$ cat src/rtl/dmem_arbiter.sv
`default_nettype none
// ============================================================================
// dmem_arbiter : shares the cpu_mem data port between cpu (M0) and loader (M1)
// Revision     : 1.0
// ============================================================================

package dmem_arbiter_pkg;
  typedef enum logic [1:0] {
    DT_BYTE = 2'd0,
    DT_HALF = 2'd1,
    DT_WORD = 2'd2
  } mem_dt_e;
endpackage

module dmem_arbiter
  import dmem_arbiter_pkg::*;
#(
  parameter int MAX_HOLD = 4,
  parameter int AW       = 32
) (
  input  logic          clk,
  input  logic          rst,
  input  logic          m0_req_i,
  input  logic          m0_we_i,
  input  logic [AW-1:0] m0_addr_i,
  input  logic [31:0]   m0_wd_i,
  input  mem_dt_e       m0_dt_i,
  output logic          m0_gnt_o,
  output logic          m0_rvalid_o,
  output logic [31:0]   m0_rd_o,
  output logic          m0_stall_o,
  input  logic          m1_req_i,
  input  logic          m1_we_i,
  input  logic [AW-1:0] m1_addr_i,
  input  logic [31:0]   m1_wd_i,
  input  mem_dt_e       m1_dt_i,
  output logic          m1_gnt_o,
  output logic          m1_rvalid_o,
  output logic [31:0]   m1_rd_o,
  output logic [AW-1:0] m_addr_o,
  output logic          m_we_o,
  output logic [31:0]   m_wd_o,
  output mem_dt_e       m_dt_o,
  input  logic [31:0]   m_rd_i
);

  localparam int            HW         = $clog2(MAX_HOLD + 1);
  localparam logic [HW-1:0] c_MAX_HOLD = HW'(MAX_HOLD);
  localparam logic [HW-1:0] c_ONE      = HW'(1);

  logic          last_q, last_d;
  logic [HW-1:0] hold_q, hold_d;
  logic          rv0_q, rv0_d, rv1_q, rv1_d;
  logic [31:0]   rd_q, rd_d;
  logic          w_gnt0, w_gnt1, w_sel_we;

  // hold_q is nonzero only if last_q was also granted in the previous cycle.
  always_comb begin
    w_gnt0 = m0_req_i;
    w_gnt1 = m1_req_i;
    if (m0_req_i && m1_req_i) begin
      if ((hold_q != '0) && (hold_q < c_MAX_HOLD)) begin
        w_gnt0 = ~last_q;
        w_gnt1 = last_q;
      end else begin
        w_gnt0 = last_q;
        w_gnt1 = ~last_q;
      end
    end
  end

  always_comb begin
    m_addr_o = '0;
    m_wd_o   = '0;
    m_dt_o   = DT_BYTE;
    w_sel_we = 1'b0;
    if (w_gnt0) begin
      m_addr_o = m0_addr_i;
      m_wd_o   = m0_wd_i;
      m_dt_o   = m0_dt_i;
      w_sel_we = m0_we_i;
    end else if (w_gnt1) begin
      m_addr_o = m1_addr_i;
      m_wd_o   = m1_wd_i;
      m_dt_o   = m1_dt_i;
      w_sel_we = m1_we_i;
    end
  end

  always_comb begin
    last_d = last_q;
    hold_d = '0;
    if (w_gnt0 || w_gnt1) begin
      last_d = w_gnt1;
      if ((hold_q != '0) && (w_gnt1 == last_q)) begin
        hold_d = (hold_q == c_MAX_HOLD) ? hold_q : hold_q + c_ONE;
      end else begin
        hold_d = c_ONE;
      end
    end
    rv0_d = w_gnt0 & ~m0_we_i;
    rv1_d = w_gnt1 & ~m1_we_i;
    rd_d  = (rv0_d || rv1_d) ? m_rd_i : rd_q;
  end

  always_ff @(posedge clk) begin
    if (rst) begin
      last_q <= 1'b1;
      hold_q <= '0;
      rv0_q  <= 1'b0;
      rv1_q  <= 1'b0;
      rd_q   <= '0;
    end else begin
      last_q <= last_d;
      hold_q <= hold_d;
      rv0_q  <= rv0_d;
      rv1_q  <= rv1_d;
      rd_q   <= rd_d;
    end
  end

  // A grant may be visible during reset, but memory must never be written then.
  assign m_we_o      = w_sel_we & ~rst;
  assign m0_gnt_o    = w_gnt0;
  assign m1_gnt_o    = w_gnt1;
  assign m0_stall_o  = m0_req_i & ~w_gnt0;
  assign m0_rvalid_o = rv0_q;
  assign m1_rvalid_o = rv1_q;
  assign m0_rd_o     = rd_q;
  assign m1_rd_o     = rd_q;

endmodule

`default_nettype wire

$ cat config.mk
export PLATFORM = sky130hd
export DESIGN_NAME = dmem_arbiter
export DESIGN_NICKNAME = d
export VERILOG_FILES = /design/src/rtl/dmem_arbiter.sv
export SDC_FILE = /design/constraint.sdc
export NUM_CORES = 1
export LEC_CHECK = 0
export BUFFER_PORTS_ARGS = -buffer_cell sky130_fd_sc_hd__buf_4
export CORE_AREA = 2 2 118 120
export DETAILED_ROUTE_END_ITERATION = 12
export DIE_AREA = 0 0 120 122
export SLEW_MARGIN = 20
export SYNTH_ARGS = -nofsm -noshare
export SYNTH_HDL_FRONTEND = slang
export SYNTH_SLANG_ARGS = --single-unit
$ cat constraint.sdc
create_clock -name clk -period 2.5 [get_ports clk]
set_clock_uncertainty 0.2 [all_clocks]
set_input_delay 0.125 -clock clk [delete_from_list [all_inputs] [get_ports clk]]
set_output_delay 0.125 -clock clk [all_outputs]
set_load 0.05 [all_outputs]
Word-level counts from Yosys, hierarchy flattened
Cells that the tools add are included.
- add/sub/neg operators: 1
- order comparisons: 1
- equality and inequality tests: 3
- mux-type cells: 14
- bitwise logic cells: 11
- reduce and logical (&&, ||, !) cells: 8
- operators by type and width (kind ; number):
    two-way mux 32 bit ; 4
    two-way mux 1 bit ; 8
    inverter 1 bit ; 7
    AND 1 bit ; 4
    two-way mux 2 bit ; 2
    adder 3 x 1 -> 3 bit, second input constant ; 1
    equality test 3 bit, second input constant ; 1
    logical AND 1 bit ; 3
    less-than comparator 3 bit, second input constant ; 1
    nonzero test 3 bit ; 1
    OR reduction 3 bit ; 1
    logical OR 1 bit ; 2
    inequality test 2 bit, second input constant ; 1
    OR reduction 2 bit ; 1
    equality test 1 bit ; 1
- register bits after elaboration: 38
- logic and storage cells: 44

Logic depth before layout (Yosys ltp)
- word-level depth: 8
- depth in mapped cells: 8
- depth with buffers taken out: 6

Least setup slack after synthesis
OpenSTA, ideal clock, no wires.
- path type: reg-to-output
- start: register hold_q[0]
- end: output m_we_o
- data arrival time: 2715 ps
- required time: 2175 ps
- setup slack: -540 ps
- cell stages (with the launch flop): 8
- path buffers: 1
- cells stage by stage: dfxtp_1 > inv_1 > ha_1 > or3_1 > a31oi_2 > buf_2 > mux2i_1 > nor3_1
- word-level cells in the longest chain between the ends: 7
- RTL lines (element ; line ; RTL):
    start: declaration ; 52 ; logic [HW-1:0] hold_q, hold_d;
    start signal: assignment ; 115 ; hold_q <= hold_d;
    less-than comparator 3 bit / nonzero test 3 bit (equally long branches) ; 62 ; if ((hold_q != '0) && (hold_q < c_MAX_HOLD)) begin
    logical AND 1 bit (*) ; 62 ;
    two-way mux 1 bit ; 62 ;
    two-way mux 1 bit ; 61 ; if (m0_req_i && m1_req_i) begin
    two-way mux 1 bit ; 82 ; end else if (w_gnt1) begin
    two-way mux 1 bit (*) ; 77 ; if (w_gnt0) begin
    AND 1 bit (*) ; 123 ; assign m_we_o = w_sel_we & ~rst;
    end: declaration ; 41 ; output logic m_we_o,
Every way passes the cells marked *; elsewhere a longest branch is shown, timed or not.

Final worst setup path
- start: register hold_q[0]
- end: output m_addr_o[30]
- word-level cells in the longest chain between the ends: 6
- RTL lines (element ; line ; RTL):
    less-than comparator 3 bit / nonzero test 3 bit (equally long branches) ; 62 ;
    logical AND 1 bit (*) ; 62 ;
    two-way mux 1 bit ; 62 ;
    two-way mux 1 bit ; 61 ;
    two-way mux 32 bit ; 82 ;
    two-way mux 32 bit (*) ; 77 ;
    end: declaration ; 40 ; output logic [AW-1:0] m_addr_o,
Marks and branches as above.

==> results.txt <==
Vias = 3,478
Max Slew Vio Count = 0
Layout Cells excl Fill = 784
Arrival time worst endpoint = 2170 ps
Core area = 0.0135 sq mm
Die ar. = 0.0146 sq mm
Routability cong. = 0.907
Hold path cells = 3
CP startpoint kind = flip-flop
H-tree Lvls = 2
Clock Root Buffer = clkbuf_16
WHS = 17.6 ps
Final Util = 44.7%
Tot Pwr = 3220 uW
Wire length per cell = 18.3 um
Worst hold path type = in2reg
Adder-Cell Fraction of Synth Area = 0.923%
Layout area overhead = 123%
TritonCTS clock tree = done
Synth Area in Simple Gates = 18.2%
Ratio of final minimum period to clock period = 99.9%
Crit Path Category = reg2out
Hpwl dp = 11.1 mm
Post-route ant nets = 0
Final Setup Violations = 0
Yosys Warn Count = 0
Cell Area, Synth = 0.00271 sq mm
Lkg Pwr = 0.00304 uW
Mean Syn Cell Area = 9.16 sq um
TritonCTS Buffers = 5
Mapped Cells = 296
R2R cell count = 8
Dpl ws = 29.9 ps
Worst Path Required = 2170 ps
Total of max-cap violations = 0
R2r startpoint = hold_q[0]
CP startpoint = hold_q[0]
Critical path fanouts, max = 37
Dpl cells = 729
Setup ws final = 2.29 ps
Reg-to-reg endpoint = m0_rd_o[21]
First drt pass iteration count = 6
RSZ-0062 raised after global routing = yes
Main combinational cell family by area after synthesis = compound AO/OA/AOI/OAI gates
GRT overflow = 0
First-pass GRT wire length = 19.7 mm
GRT Resource Usage Total = 17.5%
Register area share after synthesis = 28.1%
Unique masters post-synth = 27
Slew @ Worst Pin = 500 ps
Io pins = 306
Post-synthesis mux area share = 12.9%
Clock Tree Buf Depth = 2
Tmin final = 2500 ps
Die width = 120 um
Hold endpoint = hold_q[0]
Height of the die = 122 um
Initial drt markers = 137
Synth Area in XOR/XNOR = 0.323%
FP Rows = 43
Initial antenna violation count = 6
Residual DRC = 0
Routed WL = 14.3 mm
R2R Setup Slk = 60 ps
PD cells = 532 mW/mm^2
Initial core utilization = 20.1%
Relative slew margins = 66.7%
Final nets = 773
Peak Freq = 400 MHz
Vias in the first global route = 3,431
Worst-Skew Late Latency = 280 ps
Largest net degree at the start of global routing = 71
Synthesized flop and latch total = 38
Mapped Nets = 468
Sink Count = 38
Commonest cells after routing, fill and taps aside = 244 x buf_4, 65 x nand2b_1, 64 x buf_6
Most common cell after layout, fill and taps aside = buf_4
PortBufs = 305
CTS clk-pin slew, worst paths = 60 ps
Fill count = 1,317
Status = complete, no violations
Compound-Gate Fraction of Synth Area = 24.4%
Max IR drop VDD = 0.244 mV
Hold_sp = m0_req_i
Final Hold Vio Count = 0
Worst Setup End Kind = output port
Proportion of layout cells with a drive suffix above 1 = 61.0%
Post-DR vias/cell = 4.44
## cells in the mapped netlist
library cell / number / area (sq um)
a211o_1: 1 / 8.76
a21oi_1: 2 / 10.0
a22o_1: 66 / 578
a22oi_4: 1 / 21.3
a31oi_2: 1 / 12.5
and4_1: 1 / 8.76
buf_2: 4 / 20.0
buf_4: 32 / 240
buf_6: 2 / 22.5
buf_8: 3 / 45.0
clkbuf_1: 17 / 63.8
dfxtp_1: 38 / 761
ha_1: 2 / 25.0
inv_1: 5 / 18.8
mux2i_1: 35 / 350
nand2_1: 2 / 7.51
nand2b_1: 65 / 407
nand3_1: 2 / 10.0
nor2_1: 5 / 18.8
nor2b_1: 1 / 6.26
nor3_1: 1 / 5.00
nor3b_1: 2 / 15.0
o211a_1: 1 / 10.0
o21ai_0: 4 / 20.0
or3_1: 1 / 6.26
or4b_1: 1 / 10.0
xnor2_1: 1 / 8.76
## metal layers
| metal | vias up | wire length, um | global-route usage (%) |
|---|---|---|---|
| met2 | 211 | 6920 | 30.3 |
| met5 | - | 54 | 0 |
| met3 | 29 | 1560 | 6.88 |
| met4 | 8 | 328 | 5.29 |
| met1 | 1595 | 5460 | 19.9 |
| li1 | 1635 | - | - |
## flip-flops by register name, summed over array words and instances, names as in the netlist
name,flops
m1_rvalid_o,1
m0_rd_o,32
m0_rvalid_o,1
hold_q,3
last_q,1
## where the power goes
group | switching [uW] | leakage (uW) | internal [uW]
logic | 1100 | 0.00265 | 777
clock network | 252 | 0.0000729 | 395
registers | 39.9 | 0.000313 | 651
total | 1390 | 0.00304 | 1820
## through the flow
stage / cell area, sq um / TNS, ps
4_1_cts: 5850 / -4.87
3_5_place_dp: 4980 / 0
5_1_grt: 6040 / -1110
2_1_floorplan: 2750 / 0
6_report: 6040 / 0
3_3_place_gp: 4980 / 0
## kinds of logic after synthesis
family	after synthesis
adders and majority gates	2
muxes	35
AOI/OAI and AO/OA	76
buffers and inverters	63
xor gates and xnor gates	1
DFF	38
and+or+nand+nor	81
## critical path, stage by stage (launching register included)
cell     delay, ps
dfxtp_2        350
inv_2           60
ha_4           170
or4b_4         480
o211a_4        200
buf_12         180
a22o_4         280
buf_6          150
## worst max path at each step
stage,end
detailed placement,m_addr_o[27]
floorplan,m_addr_o[10]
global placement,m_addr_o[27]
finish,m_addr_o[30]
CTS,m_addr_o[15]
global route,m_addr_o[30]
## final cells by class
type / instances / area (sq um) / area share (%)
timing repair buffer: 356 / 3170 / 52.4
inverter: 5 / 18.8 / 0.311
multi-input combinational: 195 / 1710 / 28.3
antenna: 2 / 5.00 / 0.0829
clock inverter: 2 / 12.5 / 0.207
clock buffer: 6 / 139 / 2.30
tap: 180 / 225 / 3.73
sequential: 38 / 763 / 12.6
## repair_timing
action / CTS / global route
hold endpoints to repair: 34 / 0
endpoints found under the setup margin: 68 / 69
pin swaps: 8 / 13
hold buffers: 34 / 0
gates resized for setup: 75 / 22
setup buffers: 6 / 1
gates cloned: 1 / 3
Note: power is estimated with default switching activity, not from simulation.
